[config.mk]
export PLATFORM = sky130hd
export DESIGN_NAME = mem_arbiter
export DESIGN_NICKNAME = d
export VERILOG_FILES = /design/src/rtl/mem_arbiter.sv
export SDC_FILE = /design/constraint.sdc
export NUM_CORES = 1
export LEC_CHECK = 0
export CORE_MARGIN = 4
export CORE_UTILIZATION = 40
export CTS_CLUSTER_DIAMETER = 80
export CTS_CLUSTER_SIZE = 16
export DETAILED_ROUTE_END_ITERATION = 7
export GPL_TIMING_DRIVEN = 0
export HOLD_SLACK_MARGIN = 0.02
export PLACE_DENSITY = 0.71
export SETUP_SLACK_MARGIN = 0.05
export SYNTH_ARGS = -nofsm -noshare
export SYNTH_HDL_FRONTEND = slang
export SYNTH_SLANG_ARGS = --single-unit
[constraint.sdc]
create_clock -name clk -period 1.8 [get_ports clk]
set_input_delay 0.45 -clock clk [delete_from_list [all_inputs] [get_ports clk]]
set_output_delay 0.45 -clock clk [all_outputs]
set_load 0.005 [all_outputs]
[src/rtl/mem_arbiter.sv]
// Two-requester arbiter/sequencer for the shared single-port byte memory.
// Define MEM_ARB_ROUND_ROBIN_EN for round-robin ties; default is fixed priority to requester 0.
module mem_arbiter #(
  parameter int AW = 13,
  parameter int DW = 8
) (
  input  logic            clk,
  input  logic            rst,
  input  logic            req0,
  input  logic            we0,
  input  logic            len0,
  input  logic [AW-1:0]   addr0,
  input  logic [2*DW-1:0] wdata0,
  input  logic            req1,
  input  logic            we1,
  input  logic            len1,
  input  logic [AW-1:0]   addr1,
  input  logic [2*DW-1:0] wdata1,
  output logic            gnt0,
  output logic            gnt1,
  output logic            done0,
  output logic            done1,
  output logic [2*DW-1:0] rdata0,
  output logic [2*DW-1:0] rdata1,
  output logic [AW-1:0]   mem_addr,
  output logic [DW-1:0]   mem_wdata,
  output logic            mem_we,
  input  logic [DW-1:0]   mem_rdata
);

  typedef enum logic [1:0] {
    IDLE,
    BEAT0,
    BEAT1,
    DONE
  } state_t;

  state_t state;

  logic            owner;
  logic            curWe;
  logic            curLen;
  logic [AW-1:0]   curAddr;
  logic [2*DW-1:0] curWdata;
  logic [DW-1:0]   loByte;

  logic            anyReq;
  logic            pick;
  logic            arbNow;
  logic            finishNow;
  logic            selWe;
  logic            selLen;
  logic [AW-1:0]   selAddr;
  logic [2*DW-1:0] selWdata;
  logic [2*DW-1:0] word;

  assign anyReq = req0 | req1;
  assign arbNow = (state == IDLE) || (state == DONE);
  assign finishNow = (state == BEAT1) ||
                     ((state == BEAT0) && !curLen);

`ifdef MEM_ARB_ROUND_ROBIN_EN
  // lastGnt remembers the most recent winner; a tie goes to the other one
  logic lastGnt;

  assign pick = req1 & (~req0 | ~lastGnt);

  always_ff @(posedge clk) begin
    if (rst) begin
      lastGnt <= 1'b1;
    end else if (arbNow && anyReq) begin
      lastGnt <= pick;
    end
  end
`else
  assign pick = req1 & ~req0;
`endif

  assign selWe    = pick ? we1    : we0;
  assign selLen   = pick ? len1   : len0;
  assign selAddr  = pick ? addr1  : addr0;
  assign selWdata = pick ? wdata1 : wdata0;

  // Memory read data is combinational on the registered address
  assign word = (state == BEAT1) ?
                {mem_rdata, loByte} :
                {{DW{1'b0}}, mem_rdata};

  always_ff @(posedge clk) begin
    if (rst) begin
      state     <= IDLE;
      owner     <= 1'b0;
      curWe     <= 1'b0;
      curLen    <= 1'b0;
      curAddr   <= '0;
      curWdata  <= '0;
      loByte    <= '0;
      gnt0      <= 1'b0;
      gnt1      <= 1'b0;
      mem_addr  <= '0;
      mem_wdata <= '0;
      mem_we    <= 1'b0;
    end else begin
      gnt0 <= 1'b0;
      gnt1 <= 1'b0;
      unique case (state)
        IDLE, DONE: begin
          if (anyReq) begin
            state     <= BEAT0;
            owner     <= pick;
            curWe     <= selWe;
            curLen    <= selLen;
            curAddr   <= selAddr;
            curWdata  <= selWdata;
            gnt0      <= ~pick;
            gnt1      <= pick;
            mem_addr  <= selAddr;
            mem_wdata <= selWdata[DW-1:0];
            mem_we    <= selWe;
          end else begin
            state     <= IDLE;
            mem_addr  <= '0;
            mem_wdata <= '0;
            mem_we    <= 1'b0;
          end
        end
        BEAT0: begin
          if (!curWe) begin
            loByte <= mem_rdata;
          end
          if (curLen) begin
            state     <= BEAT1;
            mem_addr  <= curAddr + AW'(1);
            mem_wdata <= curWdata[2*DW-1:DW];
            mem_we    <= curWe;
          end else begin
            state     <= DONE;
            mem_addr  <= '0;
            mem_wdata <= '0;
            mem_we    <= 1'b0;
          end
        end
        BEAT1: begin
          state     <= DONE;
          mem_addr  <= '0;
          mem_wdata <= '0;
          mem_we    <= 1'b0;
        end
      endcase
    end
  end

  always_ff @(posedge clk) begin
    if (rst) begin
      done0  <= 1'b0;
      done1  <= 1'b0;
      rdata0 <= '0;
      rdata1 <= '0;
    end else begin
      done0 <= finishNow & ~owner;
      done1 <= finishNow & owner;
      if (finishNow && !curWe) begin
        if (owner) begin
          rdata1 <= word;
        end else begin
          rdata0 <= word;
        end
      end
    end
  end

endmodule

---- Yosys cells after proc, flatten, opt, wreduce, memory -nomap -nowiden ----
Index checks and enable logic that the tools add are counted.
storage, ports and cells
  flip-flop bits (word level) ............. 100
  input bits .............................. 74
operators by class
  mux-type cells .......................... 17
  reductions and logical operators ........ 12
  equal/unequal tests ..................... 3
  bitwise logic cells ..................... 10
  $add $sub $neg .......................... 1
operator list
  operator               count
  $mux 13                3
  $pmux 13 s3            1
  $mux 16                2
  $pmux 8 s3             1
  $mux 8                 2
  $add 13x1->13 const B  1
  $reduce_and 2->1       4
  $mux 1                 6
  $not 1->1              6
  $pmux 2 s3             1
  $eq 2x2->1 const B     2
  $and 1x1->1            3
  $pmux 1 s3             1
  $reduce_or 3->1        1
  $eq 2x1->1 const B     1
  $logic_and 1x1->1      2
  $logic_not 1->1        2
  $logic_not 2->1        1
  $reduce_or 2->1        1
  $logic_or 1x1->1       1
  $or 1x1->1             1

---- Logic depth before layout (Yosys ltp) ----
  depth after elaboration ................. 5
  gate-level depth with buffers ........... 8
  gate-level depth less buffers ........... 6

---- Least setup slack after synthesis ----
OpenSTA, ideal clock, no wires.
  path type ............................... register -> register
  from .................................... reg state[0]
  to ...................................... reg mem_addr[10]
  path slack .............................. 0.196 ns
  arrival ................................. 1.534 ns
  buffers on the path ..................... 2
  stages on the path, launching flop included .. 9
  required time ........................... 1.730 ns
  cell sequence ........................... dfxtp_1 inv_1 ha_1 inv_1 and3_1 buf_2 buf_2 o21ai_0 a21oi_1
on the way
  longest elaborated chain between the ends .. 3
  elaborated cells between the ends (all ways) .. 6
RTL lines
  what                                                  RTL line  RTL
  start: declaration                                    38        state_t state;
  start signal: assignment                              91        state <= IDLE;
  start signal: assignment                              109       state <= BEAT0;
  start signal: assignment                              121       state <= IDLE;
  $eq 2x2->1 / $logic_not 2->1 (equally long branches)  106       unique case (state)
  $reduce_or 2->1                                       106
  $pmux 13 s3 (*)                                       106
  end signal: assignment                                117       mem_addr <= selAddr;
  end signal: assignment                                133       mem_addr <= curAddr + AW'(1);
  end: declaration                                      25        output logic [AW-1:0] mem_addr,
Mark *: on every way between the ends. The rest lies on a longest branch, timed or not.
A chain may end at the register's enable or synchronous reset.

---- Final worst setup path ----
  from .................................... reg rdata0[6]
  to ...................................... out rdata0[6]
RTL lines
  what                      RTL line  RTL
  start: declaration        23        output logic [2*DW-1:0] rdata0,
  start signal: assignment  166       rdata0 <= word;
No word-level cell between the ends.

==> metrics.md <==
| Metric | Value |
|---|---|
| Outcome | `complete, no violations` |
| Netlist cell types | `43` |
| Final ANT Viol Nets | `0` |
| Worst R2R Setup Slack | `140 ps` |
| Number of synthesized register bits | `92` |
| CTS tree | `yes` |
| Clk sinks | `92` |
| Critical Path, Cell by Cell | `clkdlybuf4s50_1` |
| Ports | `132` |
| Total GRT Usage | `19.9%` |
| Number of synthesized flops with an enable pin | `0` |
| R2R Path End | `mem_addr[12]` |
| Routed vias | `3,578` |
| Sequential cell area fraction in the yosys report | `49.0%` |
| HPWL after DPL | `8200 µm` |
| Syn nets | `490` |
| Worst Hold Class | `flip-flop to flip-flop` |
| Commonest cells post-synth | `92 x dfxtp_1, 57 x nor2_1, 46 x nand2_1, 32 x a21oi_1` |
| Sequential group share of total power | `40.6%` |
| Crit path buffers/inverters | `1` |
| Hold Vio Cnt, Final | `0` |
| Clock skew | `8.26 ps` |
| Port Buffers | `130` |
| CP endpoint kind | `output port` |
| Worst hold stages | `2` |
| Total wire length | `11,000 µm` |
| CP delay by family, top | `buffers and inverters` |
| Final setup viols | `0` |
| Reg2Reg Launch Point | `curAddr[0]` |
| R2R cell count | `5` |
| Area contributors post-synth | `dfxtp_1 49%, mux2i_1 6.9%, nor2_1 5.7%` |
| Yosys warnings | `0` |
| Slew of the pin with the lowest slew margin | `598 ps` |
| Power Dens Cells | `1260 nW/µm²` |
| Cts bufs inserted | `9` |
| Clock network power share | `23.4%` |
| RSZ-0062 raised after global routing | `yes` |
| Via-to-Cell Ratio | `5.34` |
| Dominant cell type by area after synthesis | `dfxtp_1` |
| DRT Pass-1 Iters | `5` |
| Cell with the most instances after synthesis | `dfxtp_1` |
| Critical Path Fanout Max | `2` |
| H-tree depth | `3` |
| WP data required | `1350 ps` |
| Starting Density | `40.9%` |
| Power share of the combinational group | `36.1%` |
| CP peak stage delay | `520 ps` |
| Root buf cell | `clkbuf_8` |
| Clock latency on the worst-skew pair | `350 ps` |
| Post-route minimum period | `1700 ps` |
| Fmax | `589 MHz` |
| Clock Path Buffers | `2` |
| Initial antenna violation count | `0` |
| Total die area | `11,000 µm²` |
| Max cap viols | `0` |
| CP max-delay cell | `clkdlybuf4s50_1` |
| Final worst-path cycle share | `94.3%` |
| LEAKAGE | `0.00200 µW` |
| Clk slew on worst S/H paths | `90 ps` |
| Final #Nets | `632` |
| Hold path startpoint | `rdata0[15]` |
| Routability Congestion | `0.898` |
| Synthesis-to-layout area growth | `46.6%` |
| WHS | `458 ps` |
| Top_reg_cell synth | `dfxtp_1` |
| Global-route wire length before repair | `17,700 µm` |
| Drt initial violations | `98` |
| FP Rows | `35` |
| Share of cells above drive strength 1 | `8.41%` |
| Setup slack after layout | `103 ps` |
| Vias in the first global route | `3,488` |
| Kind of critical path | `flip-flop to output port` |
| Max Slew Vio Count | `0` |
| Peak supply drop | `479 µV` |
| Cell Area, Synth | `3760 µm²` |
| Asr flop ratio synth | `0%` |
| Mapped Cells | `413` |
| DIE HEIGHT | `105 µm` |
| Switching power | `2280 µW` |
| Largest net degree at the start of global routing | `15` |
| Syn Area/Cell | `9.10 µm²` |
| GRT overflow | `0` |
| Core area | `9200 µm²` |
| Switch share | `33.0%` |
| Normalized max-slew margin | `60.0%` |
| Post-synth top area share | `49.0%` |
| Drc violations | `0` |
| Die Width | `105 µm` |
| Setup Slack @ Placement | `-312 ps` |
| Per-cell routed wire length | `16.4 µm` |
| Startpoint Class | `flip-flop` |
| ANT cells | `0` |
| Cell internal pwr | `4640 µW` |
| WHS Endpoint | `rdata0[15]` |
| Critical path arrival | `1250 ps` |
| Hold buffers post-CTS | `0` |
[logic make-up (layout without fill, tap and decap cells)]
group / after synthesis / in the layout / synth area share, %
AND/OR/NAND/NOR: 137 / 137 / 16.2
adder cells (fa/ha/maj): 3 / 3 / 0.999
flip-flops: 92 / 92 / 49.0
XOR/XNOR: 7 / 7 / 1.63
multiplexers: 26 / 26 / 6.92
buffers and inverters: 35 / 181 / 4.13
AO/OA/AOI/OAI: 113 / 113 / 21.1
[metal layers]
metal,routed length [µm],vias up,GRT usage [%]
li1,-,1764,-
met1,4610,1687,24.1
met2,5560,111,35.4
met3,634,16,4.26
met4,159,0,5.62
met5,0,-,0
[worst min-delay path: cells and delay by family, from the launching register on]
kind | cells | cell delay (ps)
compound gates | 1 | 50
flops | 1 | 320
simple gates | 1 | 50
[layout make-up]
cell class | count | area [µm²]
inverter | 6 | 22.5
multi-input combinational | 286 | 1810
buffer | 29 | 163
sequential | 92 | 1840
tap | 111 | 139
fill | 845 | 3680
clock inverter | 4 | 98.8
timing repair buffer | 131 | 1310
clock buffer | 11 | 131
[per-stage QoR]
stage	utilization (%)	area, µm²	instances	power (µW)	setup TNS [ps]
6_report	59.9	5510	670	6920	0
5_1_grt	59.9	5510	670	7340	0
4_1_cts	59.3	5450	669	6900	0
3_5_place_dp	56.5	5200	654	5250	-16750
3_3_place_gp	56.5	5200	654	5170	-15040
2_1_floorplan	-	3760	413	4140	0
[timing repair]
| item | in CTS | in global routing |
|---|---|---|
| gates resized for setup | 7 | 24 |
| setup endpoints to repair | 30 | 73 |
| buffers inserted | 0 | 1 |
| pin swaps | 0 | 2 |
[registers in the layout, indices dropped and copies added (netlist names), 2 cells and up]
| register | count |
|---|---|
| curWdata | 8 |
| mem_wdata | 8 |
| curAddr | 13 |
| rdata0 | 16 |
| loByte | 8 |
| rdata1 | 16 |
| state | 2 |
| mem_addr | 13 |
[cell usage in the layout (no fill, tap or decap), types with 2 or more instances in the layout]
| cell | instances |
|---|---|
| clkdlybuf4s50_1 | 130 |
| dfxtp_1 | 91 |
| nor2_1 | 57 |
| nand2_1 | 46 |
| a21oi_1 | 32 |
| mux2i_1 | 26 |
| a211oi_1 | 26 |
| a22o_1 | 21 |
| a22oi_1 | 16 |
| nand3_1 | 11 |
| clkbuf_1 | 10 |
| clkbuf_8 | 9 |
| clkbuf_2 | 7 |
| buf_2 | 6 |
| inv_1 | 5 |
| nand2b_1 | 4 |
| xnor2_1 | 4 |
| o21ai_0 | 4 |
| nor2b_1 | 3 |
| buf_6 | 3 |
| clkbuf_4 | 3 |
| xor2_1 | 3 |
| nor3b_1 | 3 |
| o22ai_1 | 3 |
| bufinv_16 | 3 |
| o21ai_2 | 2 |
| buf_4 | 2 |
| and4_1 | 2 |
| nor4_1 | 2 |
| ha_1 | 2 |
[power by group through the flow]
stage	clock network (µW)	registers [µW]	logic [µW]
after floorplan	0	2800	1340
after global placement	0	2820	2350
after detailed placement	0	2830	2410
after CTS	1640	2790	2470
after global routing	1710	2860	2770
final	1620	2810	2500
[how the worst max path moves through the flow]
stage	slack [ps]	to	from	cells after the start
2_1_floorplan	200	mem_addr[10]	state[0]	8
3_3_place_gp	-290	mem_wdata[5]	rst	4
3_5_place_dp	-310	rdata1[14]	rst	4
4_1_cts	50	mem_addr[12]	curAddr[0]	5
5_1_grt	5	mem_addr[9]	req1	7
6_report	100	rdata0[6]	rdata0[6]	1
No activity file was read; power rests on OpenSTA's default activity.
==> patch, RTL diff (same flow settings) <==
Set the parameter `AW` to 14 (it was 13).
--- a/src/rtl/mem_arbiter.sv
+++ b/src/rtl/mem_arbiter.sv
@@ -1,7 +1,7 @@
 // Two-requester arbiter/sequencer for the shared single-port byte memory.
 // Define MEM_ARB_ROUND_ROBIN_EN for round-robin ties; default is fixed priority to requester 0.
 module mem_arbiter #(
-  parameter int AW = 13,
+  parameter int AW = 14,
   parameter int DW = 8
 ) (
   input  logic            clk,
Interface: changed (resized addr0, addr1 and mem_addr); port bits go from 132 to 135. No check against the original RTL was run, so the function may have changed too.
==> patch against the unedited design <==
  * Clock power shrank 15%
  * Design area is 2.3% higher
  * Largest cell class unchanged
  * Setup slack got worse by 0.0049 ns
  * Highest routed layer unchanged
  * Synthesized area increased by 4.4%
  * First-iteration DRC count is 55% higher
  * Synthesized cell count up 4.4%
  * Sequential cell count increased by 2
  * Wire length up 5.0%
  * Total power shrank 0.21%
  * Critical path depth increased by 5
==> patch: results (changes against the unedited design) <==
Cells and area
  • Layout Nets: 655 (was 632)
  • Post-route core utilization: 59.9% (about the same)
  • Share of cells above drive strength 1: 9.29% (was 8.41%)
  • Fillers: 830 (was 845)

Routing
  • Number of vias per cell: 5.24 (was 5.34)
  • Routed wire length: 11500 um (was 11000 um)
  • WL met2: 5800 um (was 5560 um)
  • Met3 WL: 774 um (was 634 um)
  • DRT met1 WL: 4790 um (was 4610 um)
  • DRT iter0 DRCs: 152 (was 98)

Place
  • Placer Congestion: 0.941 (was 0.898)
  • Dpl cell area: 5410 sq um (was 5200 sq um)
  • Pre-CTS setup slack: -0.244 ns (was -0.312 ns)
  • IO Port Bufs: 132 (was 130)
  • Inst Count DP: 692 (was 654)
  • DP Wirelength: 8980 um (was 8200 um)

Timing
  • Fin Hold WS: 0.309 ns (was 0.458 ns)
  • Relative slew slack: 53.1% (was 60.0%)
  • Setup Skew: 0.00750 ns (was 0.00826 ns)

Synth
  • Cell count after synthesis: 431 (was 413)
  • Post-Syn Nets: 510 (was 490)
  • Post-synth top cells: dfxtp_1, nand2_1, nor2_1 (was dfxtp_1, nor2_1, nand2_1)
  • Synth area leaders: dfxtp_1, nand2_1, nor2_1 (was dfxtp_1, mux2i_1, nor2_1)
  • Netlist cell types: 42 (was 43)
  • Seq/Total Area, Yosys: 48.0% (was 49.0%)

Pwr
  • Clk pwr: 1.37 mW (was 1.62 mW)
  • Power share of the combinational group: 38.3% (was 36.1%)
  • Psw: 2.49 mW (was 2.28 mW)
  • Leakage power: 2.03 nW (was 2.00 nW)
  • Total Power: 6.91 mW (was 6.92 mW)
  • Peak supply drop: 0.514 mV (was 0.479 mV)

Worst setup path
  • Reg2Reg Depth: 6 (was 5)
  • CP arrival: 1.98 ns (was 1.25 ns)
  • R2R Path Start: state[0] (was curAddr[0])
  • Maximum fanout along the worst path: 10 (was 2)
  • Crit-path max cell delay: 0.34 ns (was 0.52 ns)
  • Reg-to-Reg End: mem_addr[8] (was mem_addr[12])
  • CP max stage cell: dfxtp_1 (was clkdlybuf4s50_1)
  • Crit path from: state[0] (was rdata0[6])
  • Crit path max-delay family: simple AND/OR/NAND/NOR gates (was buffers and inverters)
  • R2R setup slack: 0.1 ns (was 0.14 ns)

Global route
  • Grt met1 use: 24.3% (was 24.1%)
  • Largest net degree at the start of global routing: 19 (was 15)
  • First-pass GRT wire length: 18200 um (was 17700 um)
  • Met2 Use GR: 35.1% (was 35.4%)
  • M3 GR Usage: 4.58% (was 4.26%)
  • Vias in the first global route: 3737 (was 3488)
  • GRT Util Overall: 20.1% (was 19.9%)

Run status
  • Outcome: finished, final reports clean (unchanged)

Min path
  • Worst min path class: input pin to register (was register to register)
  • Min-delay src: rst (was rdata0[15])
  • Hold path endpoint: state[1] (was rdata0[15])

Clocking
  • Worst skew pair latency: 0.37 ns (was 0.35 ns)
  • Post-CTS sizing: 2 (was 7)
  • CTS Buf Count: 9 (unchanged)
patch: worst max path at each step:
stage	end	slack, ns	depth (start not counted)
global route	rdata1[12]	0.01	7
global placement	mem_addr[1]	-0.23	7
finish	mem_addr[8]	0.1	6
detailed placement	curWdata[11]	-0.24	6
CTS	mem_addr[8]	0.06	6
floorplan	mem_addr[7]	0.29	7
patch: cell families after synthesis:
kind of cell | after synthesis | synth area share (%)
flip-flops | 94 | 48.0
buffers and inverters | 34 | 5.17
adder cells (fa/ha/maj) | 3 | 0.957
AO/OA/AOI/OAI | 116 | 21.9
AND/OR/NAND/NOR | 157 | 17.5
XOR/XNOR | 11 | 2.46
multiplexers | 16 | 4.08
patch: final cells by class:
type                    instances  share of cell area (%)
inverters                       4                   0.266
flip-flops and latches         94                    33.4
plain buffers                  30                    3.48
multi-input cells             303                    32.8
clock inverters                 7                    1.13
well taps                     129                    2.86
repair buffers                134                    23.8
clock buffers                   9                    2.20
